$ cat config.mk
export PLATFORM = sky130hd
export DESIGN_NAME = fetch_unit
export DESIGN_NICKNAME = d
export VERILOG_FILES = /design/src/rtl/riscv_pkg.sv /design/src/rtl/fetch_fifo.sv /design/src/rtl/fetch_unit.sv
export SDC_FILE = /design/constraint.sdc
export NUM_CORES = 1
export LEC_CHECK = 0
export CAP_MARGIN = 20
export CELL_PAD_IN_SITES_DETAIL_PLACEMENT = 1
export CELL_PAD_IN_SITES_GLOBAL_PLACEMENT = 1
export CORE_MARGIN = 2
export CORE_UTILIZATION = 42
export CTS_CLUSTER_DIAMETER = 30
export CTS_CLUSTER_SIZE = 10
export DETAILED_ROUTE_END_ITERATION = 8
export PLACE_DENSITY_LB_ADDON = 0.3
export SLEW_MARGIN = 20
export SYNTH_ARGS = -nofsm -noshare
export SYNTH_HDL_FRONTEND = slang
export SYNTH_SLANG_ARGS = --single-unit
$ cat constraint.sdc
create_clock -name clk -period 3.45 [get_ports clk]
set_input_delay 0.69 -clock clk [delete_from_list [all_inputs] [get_ports clk]]
set_output_delay 0.69 -clock clk [all_outputs]
set_load 0.02 [all_outputs]
$ cat src/rtl/riscv_pkg.sv
`default_nettype none
// ============================================================================
// Module   : riscv_pkg
// Purpose  : Shared definitions for the front end: datapath width, reset
//            fetch address, major opcode constants and the fetch state type.
// Revision : 1.0 - initial release
// ============================================================================
package riscv_pkg;

    localparam int          XLEN             = 32;
    localparam logic [31:0] RESET_PC_DEFAULT = 32'h0000_0000;

    localparam logic [6:0] OP_LOAD   = 7'b000_0011;
    localparam logic [6:0] OP_STORE  = 7'b010_0011;
    localparam logic [6:0] OP_RTYPE  = 7'b011_0011;
    localparam logic [6:0] OP_ITYPE  = 7'b001_0011;
    localparam logic [6:0] OP_BRANCH = 7'b110_0011;

    // RUN: every response is kept. DRAIN: responses to requests issued
    // before the last redirect are still in flight and must be discarded.
    typedef enum logic [0:0] {
        FETCH_RUN   = 1'b0,
        FETCH_DRAIN = 1'b1
    } fetch_state_t;

endpackage : riscv_pkg
`default_nettype wire

$ cat src/rtl/fetch_fifo.sv
`default_nettype none
// ============================================================================
// Module   : fetch_fifo
// Purpose  : Small synchronous FIFO with flush and occupancy count. The head
//            entry is read straight from storage (no output register), so a
//            word pushed at edge N is visible at the head after that edge.
// Ports    : clk, rst_n     - clock, asynchronous active-low reset
//            flush          - empties the FIFO (dominates push/pop)
//            push/push_data - write one entry
//            pop            - remove head entry (caller guarantees non-empty)
//            head_data      - current head entry
//            count          - number of entries held (0..DEPTH)
// Revision : 1.0 - initial release
// ============================================================================
module fetch_fifo #(
    parameter  int DEPTH = 2,
    parameter  int WIDTH = 32,
    localparam int AW    = $clog2(DEPTH),
    localparam int CW    = $clog2(DEPTH) + 1
) (
    input  logic             clk,
    input  logic             rst_n,
    input  logic             flush,
    input  logic             push,
    input  logic [WIDTH-1:0] push_data,
    input  logic             pop,
    output logic [WIDTH-1:0] head_data,
    output logic [CW-1:0]    count
);

    logic [WIDTH-1:0] mem [DEPTH];
    logic [AW-1:0]    rd_ptr;
    logic [AW-1:0]    wr_ptr;

    // Pointers wrap naturally because DEPTH is a power of two. Push and pop
    // in the same cycle when full is safe: the old head is read before the
    // edge that overwrites its slot.
    always_ff @(posedge clk or negedge rst_n) begin
        if (!rst_n) begin
            rd_ptr <= '0;
            wr_ptr <= '0;
            count  <= '0;
            for (int i = 0; i < DEPTH; i++) begin
                mem[i] <= '0;
            end
        end else if (flush) begin
            rd_ptr <= '0;
            wr_ptr <= '0;
            count  <= '0;
        end else begin
            if (push) begin
                mem[wr_ptr] <= push_data;
                wr_ptr      <= wr_ptr + AW'(1);
            end
            if (pop) begin
                rd_ptr <= rd_ptr + AW'(1);
            end
            count <= count + CW'(push) - CW'(pop);
        end
    end

    assign head_data = mem[rd_ptr];

endmodule : fetch_fifo
`default_nettype wire

$ cat src/rtl/fetch_unit.sv
`default_nettype none
// ============================================================================
// Module   : fetch_unit
// Purpose  : Instruction fetch stage. Holds the PC, issues in-order word
//            requests to instruction memory, buffers returned words in a
//            prefetch FIFO and hands them to decode with valid/ready.
//            A redirect pulse reloads the PC, flushes buffered words and
//            marks every in-flight request as stale.
// Config   : FETCH_ILLEGAL_CHECK_EN - when defined, inst_illegal flags a
//            valid head whose low two bits are not 2'b11; otherwise tied 0.
// Ports    : clk, rst_n                      - clock, async active-low reset
//            imem_req/addr/gnt/rvalid/rdata  - instruction memory interface
//            redirect_valid/redirect_pc      - branch/jump redirect
//            inst_valid/ready/data/pc        - decode handshake
//            opcode                          - inst_data[6:0] to decoder
//            inst_illegal                    - non-32-bit encoding at head
// Revision : 1.0 - initial release
// ============================================================================
module fetch_unit
    import riscv_pkg::*;
#(
    parameter int          XLEN       = riscv_pkg::XLEN,
    parameter logic [31:0] RESET_PC   = riscv_pkg::RESET_PC_DEFAULT,
    parameter int          FIFO_DEPTH = 2
) (
    input  logic            clk,
    input  logic            rst_n,
    output logic            imem_req,
    output logic [XLEN-1:0] imem_addr,
    input  logic            imem_gnt,
    input  logic            imem_rvalid,
    input  logic [XLEN-1:0] imem_rdata,
    input  logic            redirect_valid,
    input  logic [XLEN-1:0] redirect_pc,
    output logic            inst_valid,
    input  logic            inst_ready,
    output logic [XLEN-1:0] inst_data,
    output logic [XLEN-1:0] inst_pc,
    output logic [6:0]      opcode,
    output logic            inst_illegal
);

    localparam int CW = $clog2(FIFO_DEPTH) + 1;

    logic [XLEN-1:0] pc;
    logic [CW-1:0]   drop;
    fetch_state_t    state;

    logic [CW-1:0]   count;
    logic [CW-1:0]   outstanding;
    logic [CW-1:0]   outstanding_next;
    logic [XLEN-1:0] resp_pc;
    logic            grant;
    logic            keep;
    logic            pop;

    // Capacity is reserved at grant time, so buffered plus in-flight words
    // can never exceed the FIFO depth.
    assign imem_req  = ({1'b0, count} + {1'b0, outstanding}) < (CW+1)'(FIFO_DEPTH);
    assign imem_addr = pc;
    assign grant     = imem_req && imem_gnt;

    // A response is kept only outside DRAIN and outside a redirect cycle.
    assign keep = imem_rvalid && (state == FETCH_RUN) && !redirect_valid;
    assign pop  = inst_valid && inst_ready && !redirect_valid;

    // Requests in flight after this cycle's grant/response; on redirect all
    // of them become stale.
    assign outstanding_next = outstanding + CW'(grant) - CW'(imem_rvalid);

    // Address queue: one entry per in-flight request, so its occupancy is
    // the outstanding-request count. Never flushed, because stale responses
    // still arrive and must retire their entries.
    fetch_fifo #(
        .DEPTH (FIFO_DEPTH),
        .WIDTH (XLEN)
    ) u_addr_q (
        .clk       (clk),
        .rst_n     (rst_n),
        .flush     (1'b0),
        .push      (grant),
        .push_data (pc),
        .pop       (imem_rvalid),
        .head_data (resp_pc),
        .count     (outstanding)
    );

    // Prefetch FIFO: {pc, instruction} per entry.
    fetch_fifo #(
        .DEPTH (FIFO_DEPTH),
        .WIDTH (2*XLEN)
    ) u_inst_q (
        .clk       (clk),
        .rst_n     (rst_n),
        .flush     (redirect_valid),
        .push      (keep),
        .push_data ({resp_pc, imem_rdata}),
        .pop       (pop),
        .head_data ({inst_pc, inst_data}),
        .count     (count)
    );

    always_ff @(posedge clk or negedge rst_n) begin
        if (!rst_n) begin
            pc    <= RESET_PC[XLEN-1:0] & ~XLEN'(3);
            drop  <= '0;
            state <= FETCH_RUN;
        end else if (redirect_valid) begin
            pc    <= redirect_pc & ~XLEN'(3);
            drop  <= outstanding_next;
            state <= (outstanding_next != '0) ? FETCH_DRAIN : FETCH_RUN;
        end else begin
            if (grant) begin
                pc <= pc + XLEN'(4);
            end
            if (imem_rvalid && (state == FETCH_DRAIN)) begin
                drop <= drop - CW'(1);
                if (drop == CW'(1)) begin
                    state <= FETCH_RUN;
                end
            end
        end
    end

    assign inst_valid = (count != '0);
    assign opcode     = inst_data[6:0];

`ifdef FETCH_ILLEGAL_CHECK_EN
    assign inst_illegal = inst_valid && (inst_data[1:0] != 2'b11);
`else
    assign inst_illegal = 1'b0;
`endif

endmodule : fetch_unit
`default_nettype wire
**Word-level counts from Yosys, hierarchy flattened**

Index checks and enable logic that the tools add are counted.

- Output and inout bits: 106
- Register bits: 235
- Logic and storage cells: 81

- Equal/unequal tests: 1
- Bitwise operators: 6
- Mux-type cells: 25
- Reduce and logical (&&, ||, !) cells: 18
- $add $sub $neg: 11
- $lt $le $gt $ge: 7

Operators with widths:

| cell | count |
|---|---|
| 64-bit two-way mux | 4 |
| 32-bit two-way mux | 6 |
| 128-bit bitwise mux | 1 |
| 64-bit bitwise mux | 1 |
| 64-bit demux with 1-bit select | 1 |
| 32-bit by 3-bit adder with 32-bit output, second input constant | 1 |
| 32-bit demux with 1-bit select | 1 |
| 2-bit nonzero test | 7 |
| 2-bit >= comparator, second input constant | 4 |
| 1-bit logical AND | 8 |
| 1-bit two-way mux | 8 |
| 1-bit inverter with 2-bit output | 4 |
| 2-bit two-way mux | 3 |
| 1-bit adder, second input constant | 4 |
| 2-bit by 1-bit adder with 2-bit output | 2 |
| 2-bit by 1-bit < comparator with 1-bit output, second input constant | 2 |
| 2-bit AND reduction | 2 |
| 2-bit by 1-bit subtractor with 2-bit output | 2 |
| 2-bit by 2-bit adder with 3-bit output | 1 |
| 3-bit by 2-bit < comparator with 1-bit output, second input constant | 1 |
| 2-bit by 1-bit equality test with 1-bit output, second input constant | 1 |
| 1-bit inverter | 2 |
| 2-bit by 1-bit subtractor with 2-bit output, second input constant | 1 |
| 1-bit logical NOT | 1 |

**Longest topological paths before layout**

Gate-level depths: netlist of run 1.

- Word-level depth: 8
- Gate-level depth with buffers: 11

**Modules after synthesis**

From an unflattened synthesis of run 1, not the netlist that was laid out.

- Cell total of the unflattened synthesis: 795
- Area, all modules: 11348.4 µm²

By module, submodules not included:

| module | sequential area each (µm²) | cells each | area an instance (µm²) | times used |
|---|---|---|---|---|
| fetch_fifo at u_inst_q | 3303.2 | 358 | 6138.4 | 1 |
| fetch_fifo at u_addr_q | 1701.6 | 187 | 2962.8 | 1 |
| fetch_unit | 825.8 | 250 | 2247.2 | 1 |

**Least setup slack after synthesis of run 1**

OpenSTA, ideal clock, no wires.

- Path type: flip-flop to flip-flop
- Start point: register u_inst_q.count[0]
- End point: register pc[31], in the netlist imem_addr[31]
- Setup time: 0.082 ns
- Arrival: 2.709 ns
- Stages on the path, launching flop included: 10
- Buffers on the path: 2
- Path slack: 0.659 ns
- Cells stage by stage: dfrtp_1 > inv_1 > nor2_1 > fa_1 > or3b_1 > buf_6 > or4_1 > buf_2 > or4_1 > a31oi_1

- Word-level cells in the longest chain between the ends: 4

RTL lines:

| item | line | RTL |
|---|---|---|
| start: declaration | fetch_fifo.sv:28 | `output logic [CW-1:0] count` |
| start signal: assignment | fetch_fifo.sv:58 | `count <= count + CW'(push) - CW'(pop);` |
| 2-bit by 2-bit adder with 3-bit output | fetch_unit.sv:59 | `assign imem_req = ({1'b0, count} + {1'b0, outstanding}) < (CW+1)'(FIFO_DEPTH);` |
| 3-bit by 2-bit < comparator with 1-bit output | fetch_unit.sv:59 |  |
| 1-bit logical AND | fetch_unit.sv:61 | `assign grant = imem_req && imem_gnt;` |
| 2-bit nonzero test (no line) | n/a |  |
| end signal: assignment | fetch_unit.sv:105 | `pc <= RESET_PC[XLEN-1:0] & ~XLEN'(3);` |
| end signal: assignment | fetch_unit.sv:109 | `pc <= redirect_pc & ~XLEN'(3);` |
| end signal: assignment | fetch_unit.sv:114 | `pc <= pc + XLEN'(4);` |
| end: declaration | fetch_unit.sv:45 | `logic [XLEN-1:0] pc;` |

Every way passes these cells.
A chain may end at the register's enable or synchronous reset.

**Worst setup path in the final report of run 1**

- Start point: register u_inst_q.rd_ptr
- End point: output inst_pc[26]

- Word-level cells in the longest chain between the ends: 4

RTL lines:

| item | line | RTL |
|---|---|---|
| start: declaration | fetch_fifo.sv:32 | `logic [AW-1:0] rd_ptr;` |
| start signal: assignment | fetch_fifo.sv:56 | `rd_ptr <= rd_ptr + AW'(1);` |
| 1-bit inverter with 2-bit output (not written as such) | fetch_fifo.sv:62 | `assign head_data = mem[rd_ptr];` |
| 64-bit two-way mux (not written as such) (3 in series) | fetch_fifo.sv:62 |  |
| end: declaration | fetch_unit.sv:38 | `output logic [XLEN-1:0] inst_pc,` |

Every way passes these cells. The select of a mux whose other input is x is not followed.

==> results of run 1 <==
==> routing by layer <==
metal | routed length [um] | up-vias | track usage
li1 | - | 3338 | -
met4 | 573 | 0 | 0.0707
met1 | 11900 | 3704 | 0.278
met2 | 13600 | 207 | 0.371
met5 | 0 | - | 0
met3 | 1320 | 44 | 0.0453
==> cell type report <==
class,instances,area share
flip-flops and latches,225,0.404
multi-input cells,543,0.302
repair buffers,188,0.138
clock buffers,65,0.103
well taps,319,0.0286
clock inverters,27,0.0216
inverters,9,0.00242
==> kinds of logic (layout without fill, tap and decap cells) <==
kind of cell             Yosys count  in the layout  share of synthesized area
flip-flops                       225            225                      0.556
multiplexers                     218            218                      0.238
AND/OR/NAND/NOR                  184            184                     0.0876
AO/OA/AOI/OAI                    110            110                     0.0604
buffers and inverters             71            289                     0.0317
XOR/XNOR                          19             19                     0.0164
adder cells (fa/ha/maj)            7              7                    0.00939
other                              1              5                   0.000370
==> worst max-delay path, cell delays in order, from the launching register on <==
cell             delay (ns)
dfrtp_2                0.66
buf_12                 0.31
mux2_2                 0.38
clkdlybuf4s50_1        0.60
==> how the worst max path moves through the flow <==
stage                           start             to  slack (ns)  depth (start not counted)
detailed placement           imem_gnt  imem_addr[15]        0.17                          5
global route        u_inst_q.count[0]  imem_addr[15]        0.12                          7
global placement             imem_gnt  imem_addr[15]        0.20                          5
CTS                   u_inst_q.rd_ptr    inst_pc[31]        0.23                          3
floorplan           u_inst_q.count[0]  imem_addr[31]        0.66                          9
finish                u_inst_q.rd_ptr    inst_pc[26]        0.26                          3
==> power groups by stage <==
stage | clock, mW | combinational, mW | sequential (mW)
floorplan | 0 | 3.09 | 4.30
global placement | 0 | 4.54 | 4.52
detailed placement | 0 | 4.67 | 4.60
CTS | 4.91 | 4.75 | 4.61
global route | 5.04 | 5.03 | 4.76
finish | 4.81 | 4.67 | 4.60
==> flip-flops by register name, summed over array words and instances (netlist names) <==
| register | flops |
|---|---|
| u_inst_q.rd_ptr | 1 |
| u_addr_q.mem | 60 |
| u_addr_q.wr_ptr | 1 |
| u_inst_q.wr_ptr | 1 |
| drop | 2 |
| u_inst_q.mem | 124 |
| u_addr_q.count | 2 |
| imem_addr | 30 |
| state | 1 |
| u_inst_q.count | 2 |
| u_addr_q.rd_ptr | 1 |
==> cell usage after synthesis (4+ instances only) <==
| library cell | instances | area, sq um |
|---|---|---|
| xor2_1 | 8 | 70.1 |
| nor4_1 | 4 | 25.0 |
| o21ai_0 | 17 | 85.1 |
| mux2_2 | 186 | 2090 |
| nor2_1 | 83 | 312 |
| dfrtp_1 | 225 | 5630 |
| xnor2_1 | 11 | 96.3 |
| a31oi_1 | 15 | 93.8 |
| ha_1 | 6 | 75.1 |
| and3_1 | 4 | 25.0 |
| nand2_1 | 32 | 120 |
| buf_1 | 6 | 22.5 |
| clkbuf_1 | 41 | 154 |
| buf_4 | 12 | 90.1 |
| a21oi_1 | 62 | 310 |
| or4_1 | 18 | 135 |
| nand4_1 | 13 | 81.3 |
| mux2i_1 | 32 | 320 |
| inv_1 | 8 | 30.0 |
| or3_1 | 7 | 43.8 |
| nand3_1 | 9 | 45.0 |
| o31ai_1 | 11 | 82.6 |
==> results.py, run 1 <==
metrics = {
    "detailed_routing": {
        "wl_per_cell_um": 19.9,
        "wl_um": 27400,
        "dr_total_vias": 7293,
        "drt_first_pass_iters": 4,
        "vias_per_cell": 5.30,
        "drt_iter0_drc": 307,
        "detail-route-antenna-nets": 0,
        "drc": 0,
    },
    "sta": {
        "rsz0062_at_grt": "no",
        "whs_ns": 0.177,
        "hold_viol": 0,
        "finalSetupViolations": 0,
        "finClkSkew_ns": 0.0162,
        "finalMaxSlewViolations": 0,
        "worst_pin_slew_ns": 1.06,
        "post-route-period-util": 0.924,
        "worst_slack_ns": 0.261,
        "min_period_ns": 3.19,
        "fin_tns_setup_ns": 0,
        "fmax_mhz": 314,
        "slew_headroom": 0.293,
    },
    "final_layout": {
        "area_growth_pct": 37.6,
        "finalNonFillerCells": 1376,
        "drive_gt1_frac": 0.284,
        "nets": 1095,
        "final_cell_mix": "dfrtp_1 (223), mux2_2 (186), clkdlybuf4s50_1 (167), nor2_1 (82), a21oi_1 (62)",
        "n_antenna_cell": 0,
        "final_common_cell": "dfrtp_1",
        "fillers": 2397,
        "seq_area_sq_um": 5630,
        "final_area_sq_um": 13900,
        "fin_util": 0.592,
        "multi_input_area_sq_um": 4210,
    },
    "logic_synthesis": {
        "netlist_instances": 835,
        "synth.yosys.seq_area_share": 0.556,
        "synth-seq-cells": 225,
        "syn_area_sq_um": 10100,
        "syn_avg_cell_area_sq_um": 12.1,
        "yosysWarningCount": 0,
        "synth-edff-count": 0,
        "synthDistinctLibCells": 38,
        "synth_async_sr_flop_share": 1.00,
        "synth_ff_type": "dfrtp_1",
    },
    "critical_path": {
        "reg2reg_from": "u_inst_q.count[0]",
        "worstSetupStartpointType": "register",
        "rrSetupSlack_ns": 0.31,
        "worstPathRequired_ns": 2.76,
        "worst_r2r_endpoint": "imem_addr[15]",
        "critPathArrivalTime_ns": 2.50,
        "path_max_fanout": 38,
        "critPathKind": "reg -> out",
        "reg2reg_depth": 7,
        "cp-end-kind": "output port",
    },
    "floorplan": {
        "die_x_um": 159,
        "die-area_sq_um": 25400,
        "row_count": 56,
        "coreArea_sq_um": 23500,
        "die_y_um": 159,
        "start_util": 0.430,
        "io_pins": 176,
    },
    "power_and_ir_drop": {
        "powerDensity_nw_per_um2": 1010,
        "clockPowerShare": 0.342,
        "swShare": 0.314,
        "combPwrFrac": 0.332,
        "seqPwrFrac": 0.327,
        "p_leak_nw": 5.88,
        "finalPower_mw": 14.1,
        "power.switching_mw": 4.43,
        "irDropWorstVdd_mv": 0.392,
        "p_int_mw": 9.65,
    },
    "clock_tree": {
        "htreeDepth": 2,
        "cts_buffers": 51,
        "cts_root_buf": "clkbuf_16",
        "clk_path_buf_depth": 3,
        "cts_resized": 0,
        "cts_setup_buffers": 0,
        "insertion_delay_ns": 0.53,
        "tritoncts": "built",
        "path_clk_slew_ns": 0.04,
        "clock_sinks": 225,
        "hold_buffers": 0,
    },
    "global_routing": {
        "antenna_found_initial": 0,
        "grt_pass1_vias": 8050,
        "grt_pass1_wl_um": 44200,
        "grt_overflow": 0,
        "grt_max_degree": 94,
        "grt_usage": 0.218,
    },
    "worst_hold_path": {
        "min_path_type": "in -> async",
    },
    "placed_design": {
        "gp_congestion": 0.773,
        "post-place-ws_ns": 0.170,
        "dpl_cell_area_sq_um": 12200,
        "portBuffers": 168,
        "hpwlAfterDp_um": 17300,
        "placed_cells": 1284,
    },
    "flow_run": {
        "max_cap_viol_count": 0,
    },
    "run_status": {
        "status": "finished clean",
    },
}
No activity file was read; power rests on OpenSTA's default activity.
==> run 2: changes to the inputs <==
Settings changed: REMOVE_ABC_BUFFERS set to 1, TNS_END_PERCENT set to 20.
==> run 2 against run 1 <==
Critical endpoint is now imem_req. Via count rose by 0.12%. Highest routed layer unchanged. Sequential power barely moved. Clock skew fell by 0.0034 ns. Largest cell class unchanged. Clock-buffer cell count rose by 2. Global-route usage barely moved. Largest power group is now combinational logic. Design area fell by 0.73%. Non-clock buffer count rose by 1. First-iteration DRC count fell by 15%.
==> results.py, run 2 (synthesized netlist as in run 1, its figures left out) <==
metrics = {
    "sta": {
        "rsz0062_at_grt": "no",
        "min_period_ns": 2.98,
        "hold_viol": 0,
        "post-route-period-util": 0.863,
        "worst_slack_ns": 0.474,
        "finClkSkew_ns": 0.0128,
        "fmax_mhz": 336,
        "worst_pin_slew_ns": 1.05,
        "finalMaxSlewViolations": 0,
        "slew_headroom": 0.301,
        "finalSetupViolations": 0,
    },
    "critical_path": {
        "cpMostUsedCell": "nor2_1",
        "critPathKind": "reg -> out",
        "cp_top_family": "buffers and inverters",
        "worstSetupStartpointType": "register",
        "critPathMaxStageDelay_ns": 0.62,
        "critPathSlowestCell": "clkdlybuf4s50_1",
        "worstPathCellList": "inv_1, nor2_1, fa_1, nor2_1, clkdlybuf4s50_1",
        "crit_buf_inv": 2,
        "cp-end-kind": "output port",
        "critPathArrivalTime_ns": 2.29,
        "reg2reg_depth": 7,
        "worst_r2r_endpoint": "imem_addr[31]",
        "reg2reg_from": "u_inst_q.count[0]",
        "rrSetupSlack_ns": 0.49,
        "worstPathRequired_ns": 2.76,
        "path_max_fanout": 3,
    },
    "final_layout": {
        "area_growth_pct": 36.6,
        "final_common_cell": "dfrtp_1",
        "final_cell_mix": "dfrtp_1 (223), mux2_2 (186), clkdlybuf4s50_1 (167), nor2_1 (82), a21oi_1 (62)",
        "nets": 1095,
        "final_area_sq_um": 13800,
        "drive_gt1_frac": 0.281,
        "fillers": 2406,
        "largest_register": "u_inst_q.mem",
        "largest_register_ff_count": 124,
    },
    "power_and_ir_drop": {
        "irDropWorstVdd_mv": 0.533,
        "powerDensity_nw_per_um2": 995,
        "power.switching_mw": 4.38,
        "p_int_mw": 9.39,
        "combPwrFrac": 0.338,
        "seqPwrFrac": 0.333,
        "clockPowerShare": 0.329,
        "p_leak_nw": 5.83,
        "swShare": 0.318,
    },
    "detailed_routing": {
        "drt_iter0_drc": 262,
        "wl_um": 27300,
        "detail-route-antenna-nets": 0,
        "dr_total_vias": 7302,
        "vias_per_cell": 5.31,
        "drt_first_pass_iters": 4,
        "wl_per_cell_um": 19.8,
        "drc": 0,
    },
    "clock_tree": {
        "hold_buffers": 0,
        "clock_sinks": 225,
        "cts_setup_buffers": 0,
        "cts_buffers": 50,
        "path_clk_slew_ns": 0.04,
        "clk_path_buf_depth": 3,
        "tritoncts": "built",
        "cts_resized": 0,
        "cts_root_buf": "clkbuf_16",
        "insertion_delay_ns": 0.54,
        "htreeDepth": 2,
    },
    "placed_design": {
        "portBuffers": 168,
        "post-place-ws_ns": 0.319,
        "gp_congestion": 0.752,
        "dpl_cell_area_sq_um": 12200,
        "hpwlAfterDp_um": 16900,
    },
    "floorplan": {
        "die-area_sq_um": 25400,
        "io_pins": 176,
        "start_util": 0.430,
        "row_count": 56,
        "die_x_um": 159,
        "coreArea_sq_um": 23500,
        "die_y_um": 159,
    },
    "run_status": {
        "status": "finished clean",
    },
    "global_routing": {
        "antenna_found_initial": 0,
        "grt_max_degree": 104,
        "grt_pass1_wl_um": 44200,
        "grt_overflow": 0,
        "grt_usage": 0.218,
        "grt_pass1_vias": 8158,
    },
    "worst_hold_path": {
        "min_path_type": "in -> async",
    },
    "flow_run": {
        "max_cap_viol_count": 0,
    },
}
run 2: cell types whose count changed in the layout (fill, tap and decap cells not counted):
cell / previous run / this run
buf_4: 13 / 14
bufinv_16: 6 / 3
clkbuf_1: 5 / 7
clkbuf_16: 53 / 51
clkbuf_8: 7 / 9
clkinv_1: 1 / 2
clkinvlp_4: 5 / 3
diode_2: 0 / 1
inv_1: 8 / 7
inv_6: 0 / 1
run 2: stage by stage:
step	power (mW)	std cells	hold slack, ns	util	setup TNS (ns)
detailed placement	9.23	1285	0.490	0.519	0
finish	13.8	1376	0.213	0.588	0
global route	14.5	1375	0.246	0.588	0
CTS	13.9	1375	0.237	0.588	0
global placement	9.03	1285	0.483	0.519	0
floorplan	7.30	777	0.394	-	-88.86
run 2: worst register-to-register path, stage by stage (launching register included):
cell,delay (ns)
dfrtp_1,0.33
inv_1,0.06
nor2_1,0.13
fa_1,0.45
or3b_1,0.47
or4_1,0.72
or4_1,0.54
a31oi_1,0.17
run 2: final cells by class:
type | count | area, sq um | share of cell area
antenna | 1 | 2.50 | 0.000181
timing repair buffer | 189 | 1930 | 0.140
multi-input combinational | 543 | 4210 | 0.304
tap | 319 | 399 | 0.0288
inverter | 9 | 33.8 | 0.00244
sequential | 225 | 5630 | 0.407
clock inverter | 23 | 205 | 0.0148
clock buffer | 67 | 1430 | 0.103
run 2: layer usage:
| layer | global-route usage | vias to the layer above | wire length (um) |
|---|---|---|---|
| met5 | 0 | - | 0 |
| met4 | 0.0645 | 0 | 522 |
| met3 | 0.0492 | 44 | 1290 |
| met2 | 0.372 | 191 | 13600 |
| met1 | 0.278 | 3720 | 11900 |
| li1 | - | 3347 | - |
run 2: how the worst max path moves through the flow:
stage / cells after the start / from / to
floorplan: 3 / redirect_valid / u_inst_q.mem[64]
global placement: 5 / imem_gnt / imem_addr[15]
detailed placement: 5 / imem_gnt / imem_addr[31]
CTS: 5 / u_inst_q.count[0] / imem_req
global route: 7 / u_inst_q.count[0] / imem_addr[15]
finish: 5 / u_inst_q.count[0] / imem_req
run 2: power by group through the flow:
stage | clock [mW] | sequential [mW] | combinational [mW]
after CTS | 4.63 | 4.59 | 4.74
after global placement | 0 | 4.50 | 4.53
after floorplan | 0 | 4.40 | 2.90
after global routing | 4.76 | 4.74 | 5.04
after detailed placement | 0 | 4.58 | 4.64
final | 4.53 | 4.58 | 4.66
==> run 3: changes to the inputs <==
Settings changed: CAP_MARGIN 20 to 5.
==> results of run 3 <==
Same layout as run 2: the final DEF is identical, and so are final timing and power.
